===== config.mk =====
export PLATFORM = sky130hd
export DESIGN_NAME = button_event_decoder
export DESIGN_NICKNAME = d
export VERILOG_FILES = /design/src/rtl/button_event_decoder.sv
export SDC_FILE = /design/constraint.sdc
export NUM_CORES = 1
export LEC_CHECK = 0
export ABC_CLOCK_PERIOD_IN_PS = 2300
export CAP_MARGIN = 20
export CORE_UTILIZATION = 40
export DETAILED_ROUTE_END_ITERATION = 8
export GPL_TIMING_DRIVEN = 0
export HOLD_SLACK_MARGIN = 0.12
export SETUP_SLACK_MARGIN = 0.4
export SLEW_MARGIN = 20
export SYNTH_ARGS = -nofsm -noshare
export SYNTH_HDL_FRONTEND = slang
export SYNTH_SLANG_ARGS = --single-unit

===== constraint.sdc =====
create_clock -name clk_100_MHz -period 2.3 [get_ports clk_100_MHz]
set_clock_uncertainty 0.1 [all_clocks]
set_input_delay 0.69 -clock clk_100_MHz [delete_from_list [all_inputs] [get_ports clk_100_MHz]]
set_output_delay 0.69 -clock clk_100_MHz [all_outputs]
set_load 0.005 [all_outputs]

===== src/rtl/button_event_decoder.sv =====
// Turns a debounced button level into single-cycle press / release / long-press /
// auto-repeat events, plus a wrapping 8-bit count of decoded presses.
module button_event_decoder #(
  parameter logic PRESSED_LEVEL = 1'b1,
  parameter int   LONG_TIME     = 100000000,
  parameter int   REPEAT_TIME   = 20000000,
  parameter logic REPEAT_EN     = 1'b1,
  parameter int   CNT_W         = 27
) (
  input  logic       clk_100_MHz,
  input  logic       rst_n,
  input  logic       sig_in,
  output logic       press_pulse,
  output logic       release_pulse,
  output logic       long_pulse,
  output logic       repeat_pulse,
  output logic       long_held,
  output logic [7:0] press_cnt
);

  typedef enum logic [1:0] {
    LOCKOUT = 2'd0,
    IDLE    = 2'd1,
    PRESSED = 2'd2,
    REPEAT  = 2'd3
  } state_t;

  localparam logic [CNT_W-1:0] LONG_TC   = CNT_W'(LONG_TIME - 1);
  localparam logic [CNT_W-1:0] REPEAT_TC = CNT_W'(REPEAT_TIME - 1);

  state_t           state;
  logic [CNT_W-1:0] cnt;
  logic             p;

  assign p = (sig_in == PRESSED_LEVEL);

  always_ff @(posedge clk_100_MHz or negedge rst_n) begin
    if (!rst_n) begin
      state         <= LOCKOUT;
      cnt           <= '0;
      press_cnt     <= 8'd0;
      press_pulse   <= 1'b0;
      release_pulse <= 1'b0;
      long_pulse    <= 1'b0;
      repeat_pulse  <= 1'b0;
      long_held     <= 1'b0;
    end else begin
      press_pulse   <= 1'b0;
      release_pulse <= 1'b0;
      long_pulse    <= 1'b0;
      repeat_pulse  <= 1'b0;
      case (state)
        // A button held through reset must be let go before anything is decoded.
        LOCKOUT: begin
          if (!p) state <= IDLE;
        end
        IDLE: begin
          if (p) begin
            state       <= PRESSED;
            cnt         <= '0;
            press_pulse <= 1'b1;
            press_cnt   <= press_cnt + 8'd1;
          end
        end
        // Release wins over a terminal count sampled on the same edge.
        PRESSED: begin
          if (!p) begin
            state         <= IDLE;
            release_pulse <= 1'b1;
          end else if (cnt == LONG_TC) begin
            state      <= REPEAT;
            cnt        <= '0;
            long_pulse <= 1'b1;
            long_held  <= 1'b1;
          end else begin
            cnt <= cnt + CNT_W'(1);
          end
        end
        REPEAT: begin
          if (!p) begin
            state         <= IDLE;
            release_pulse <= 1'b1;
            long_held     <= 1'b0;
          end else if (REPEAT_EN && (cnt == REPEAT_TC)) begin
            repeat_pulse <= 1'b1;
            cnt          <= '0;
          end else if (cnt != REPEAT_TC) begin
            cnt <= cnt + CNT_W'(1);
          end
        end
        default: begin
          state     <= LOCKOUT;
          cnt       <= '0;
          long_held <= 1'b0;
        end
      endcase
    end
  end

endmodule


==> reports/metrics.csv <==
stage;metric;value;unit
worst_setup_path;path_max_fanout;5;
clock_tree;clockRootBuffer;clkbuf_8;
pwr;peakVddDrop;464.7;µV
synth;synth_top_family_by_area;simple AND/OR/NAND/NOR gates;
pwr;power;0.002544;W
detailed_routing;wl;5460;µm
clock_tree;cts_buffer_depth;2;
sta;max_freq;0.4879;GHz
global_routing;grt_max_degree;24;
cells_and_area;diodes;0;
sta;worst_pin_slew;523.3;ps
clock_tree;cts_tree;built;
detailed_routing;wl_per_cell;15.12;µm
clock_tree;cts.hold.buffers_added;0;
synth;syn_nets;247;
placement;io_buffers;15;
cells_and_area;nets;296;
detailed_routing;drc;0;
global_routing;grt_pass1_vias;1886;
synth;yosys.area.top_type;dfrtp_1;
synth;ys_ff_latch;42;
synth;synth_cells;239;
cells_and_area;final_cell_area;0.003042;mm²
cells_and_area;multi_input_area;0.001301;mm²
pwr;power_density;836.5;mW/mm²
synth;synth_edf_count;0;
synth;synth_top_cell_area_share;0.4628;
placement;dp_cells;327;
clock_tree;numCtsBuffers;5;
placement;place_area;0.002569;mm²
detailed_routing;drtPass1Iterations;4;
synth;ys_seq_area_frac;0.4628;
synth;synthAdderAreaFrac;0.02755;
global_routing;grt_pass1_wl;9294;µm
sta;report.final.slew_viol_count;0;
worst_setup_path;end_kind;flop;
synth;netlist_top_cells_area;dfrtp_1 (46%), xnor2_1 (7.7%), nand2_1 (4.8%), nor2_1 (3.3%), ha_1 (2.8%);
clock_tree;insertion_delay;300;ps
clock_tree;clkSinkCount;42;
detailed_routing;ant_nets;0;
floorplanning;die_area;0.005982;mm²
clock_tree;clkTransAtPathRegs;90;ps
synth;yosys.area_share.simple;0.2804;
floorplanning;die_w;77.35;µm
job;max_cap_viol_count;0;
cells_and_area;fillers;475;
cells_and_area;drive_gt1_frac;0.2872;
worst_setup_path;arrival;2140;ps
placement;place_congestion;0.8123;
worst_setup_path;critPathKind;flop to flop;
status;status;complete, no violations;
synth;synth_ff_type;dfrtp_1;
cells_and_area;seq_area;0.001056;mm²
sta;rsz0062_at_grt;true;
floorplanning;fp-row-count;27;
floorplanning;ioPinCount;16;
placement;hpwl;3445;µm
detailed_routing;drt_iter0_drc;88;
sta;fin_crit_sh;0.8912;
worst_setup_path;ff2ff_path_depth;7;
floorplanning;design.core.area;0.005473;mm²
floorplanning;die_y;77.35;µm
global_routing;grt.overflow.total;0;
hold_path;hold_path_class;input port to async pin;
synth;synthXorXnorAreaFrac;0.08871;
global_routing;antenna_found_initial;0;
clock_tree;htreeDepth;2;
synth;synth-compound-area-share;0.09917;
sta;setup_viol;0;
sta;finalHoldViolations;0;
pwr;p_leak;1.287;nW
detailed_routing;dr_total_vias;1959;
cells_and_area;final_cells;361;
global_routing;grt_use_total;0.1987;
floorplanning;initial_core_util;0.4150;
synth;yosysWarnings;0;
synth;ys_types;42;
synth;avgSynthCellArea;9.502;µm²
detailed_routing;via_per_inst;5.427;
synth;synthMuxAreaShare;0.004959;
synth;synth_area;0.002271;mm²
worst_setup_path;required;2390;ps
worst_setup_path;cp-start-kind;flop;
sta;fin_crit;2050;ps
sta;relSlewSlack;0.6511;
cells_and_area;synthToLayoutAreaGrowth;33.94;%
synth;async_reset_ff_frac;1.000;
## area by class of cell
class | instances | share of cell area
buffer | 10 | 0.02386
clock buffer | 5 | 0.02262
clock inverter | 3 | 0.01316
inverter | 9 | 0.01111
multi-input combinational | 178 | 0.4278
sequential | 42 | 0.3472
tap | 72 | 0.02962
timing repair buffer | 42 | 0.1246
## layout by cell type (no fill, tap or decap), types with 4 or more instances in the layout
cell type / n
and2_1: 6
and3_1: 8
and4_1: 4
buf_4: 21
clkbuf_2: 4
clkbuf_8: 5
dfrtp_1: 38
dfrtp_2: 4
dlygate4sd2_1: 12
ha_1: 4
inv_1: 9
nand2_1: 29
nand3_1: 9
nand4_1: 7
nor2_1: 14
nor2_2: 6
nor3_1: 8
nor4_2: 6
o211ai_1: 6
o21ai_0: 7
xnor2_1: 20
## cell families (layout without fill, tap and decap cells)
| kind of cell | after synthesis | after routing |
|---|---|---|
| AOI/OAI and AO/OA | 33 | 33 |
| xor gates and xnor gates | 23 | 23 |
| DFF | 42 | 42 |
| buffers and inverters | 19 | 69 |
| muxes | 1 | 1 |
| adders and majority gates | 5 | 5 |
| and+or+nand+nor | 116 | 116 |
## cell usage after synthesis, types with 7 or more instances
library cell,count
nor3_1,9
nand2_1,29
nand4_1,7
inv_1,9
nor2_1,20
and2_1,7
and3_1,8
nor4_1,8
xnor2_1,20
dfrtp_1,42
nand3_1,10
o21ai_0,7
## worst paths after layout
check,slack (ps),end,startpoint
min reg2reg,410,cnt[1]$_DFFE_PN0P_,cnt[1]$_DFFE_PN0P_
min in group clk_100_MHz,410,cnt[1]$_DFFE_PN0P_,cnt[1]$_DFFE_PN0P_
max in group asynchronous,1340,cnt[23]$_DFFE_PN0P_,rst_n
max,250,cnt[3]$_DFFE_PN0P_,cnt[22]$_DFFE_PN0P_
max reg2reg,250,cnt[3]$_DFFE_PN0P_,cnt[22]$_DFFE_PN0P_
min,250,state[0]$_DFFE_PN0P_,rst_n
## per-stage QoR
step	hold slack [ps]	TNS [ps]	util	setup WS, ps
global route	273.8	0	0.5558	145.8
finish	253.7	0	0.5558	250.3
detailed placement	373.8	-9022	0.4694	-522.7
global placement	361.0	-37930	0.4652	-707.9
CTS	274.9	0	0.5370	200.9
floorplan	294.4	0	-	302.9
## flip-flops by register name, summed over array words and instances (netlist names)
register       flops
cnt               27
long_held          1
long_pulse         1
press_cnt          8
press_pulse        1
release_pulse      1
repeat_pulse       1
state              2
## metal layers
metal,share of wire,vias up,GRT usage
met4,0.015,0,0.07547
met5,0,-,0
met1,0.45,953,0.2657
met2,0.49,45,0.3159
li1,-,954,-
met3,0.040,7,0.04000
## critical path: stages (launching register included)
cell and delay [ps]:
dfrtp_1 400, or4_4 550, nor4_4 240, a31oi_4 180, nor3_4 180, buf_12 150
buf_8 110, nor2_1 40
## where the power goes
part | internal [W] | switching, W | total, W | leakage, nW
clock | 0.000320 | 0.000270 | 0.000590 | 0.0579
combinational | 0.000482 | 0.000487 | 0.000968 | 0.671
sequential | 0.000869 | 0.000117 | 0.000986 | 0.558
total | 0.00167 | 0.000874 | 0.00254 | 1.29
## timing repair
item                                    4_1_cts  5_1_grt
endpoints found under the setup margin       49       37
hold endpoints to repair                      0        0
pin swaps                                     7        7
gates cloned                                  2        0
resized for setup                            39       26
buffers inserted                             21        3
Note: power is estimated with default switching activity, not from simulation.
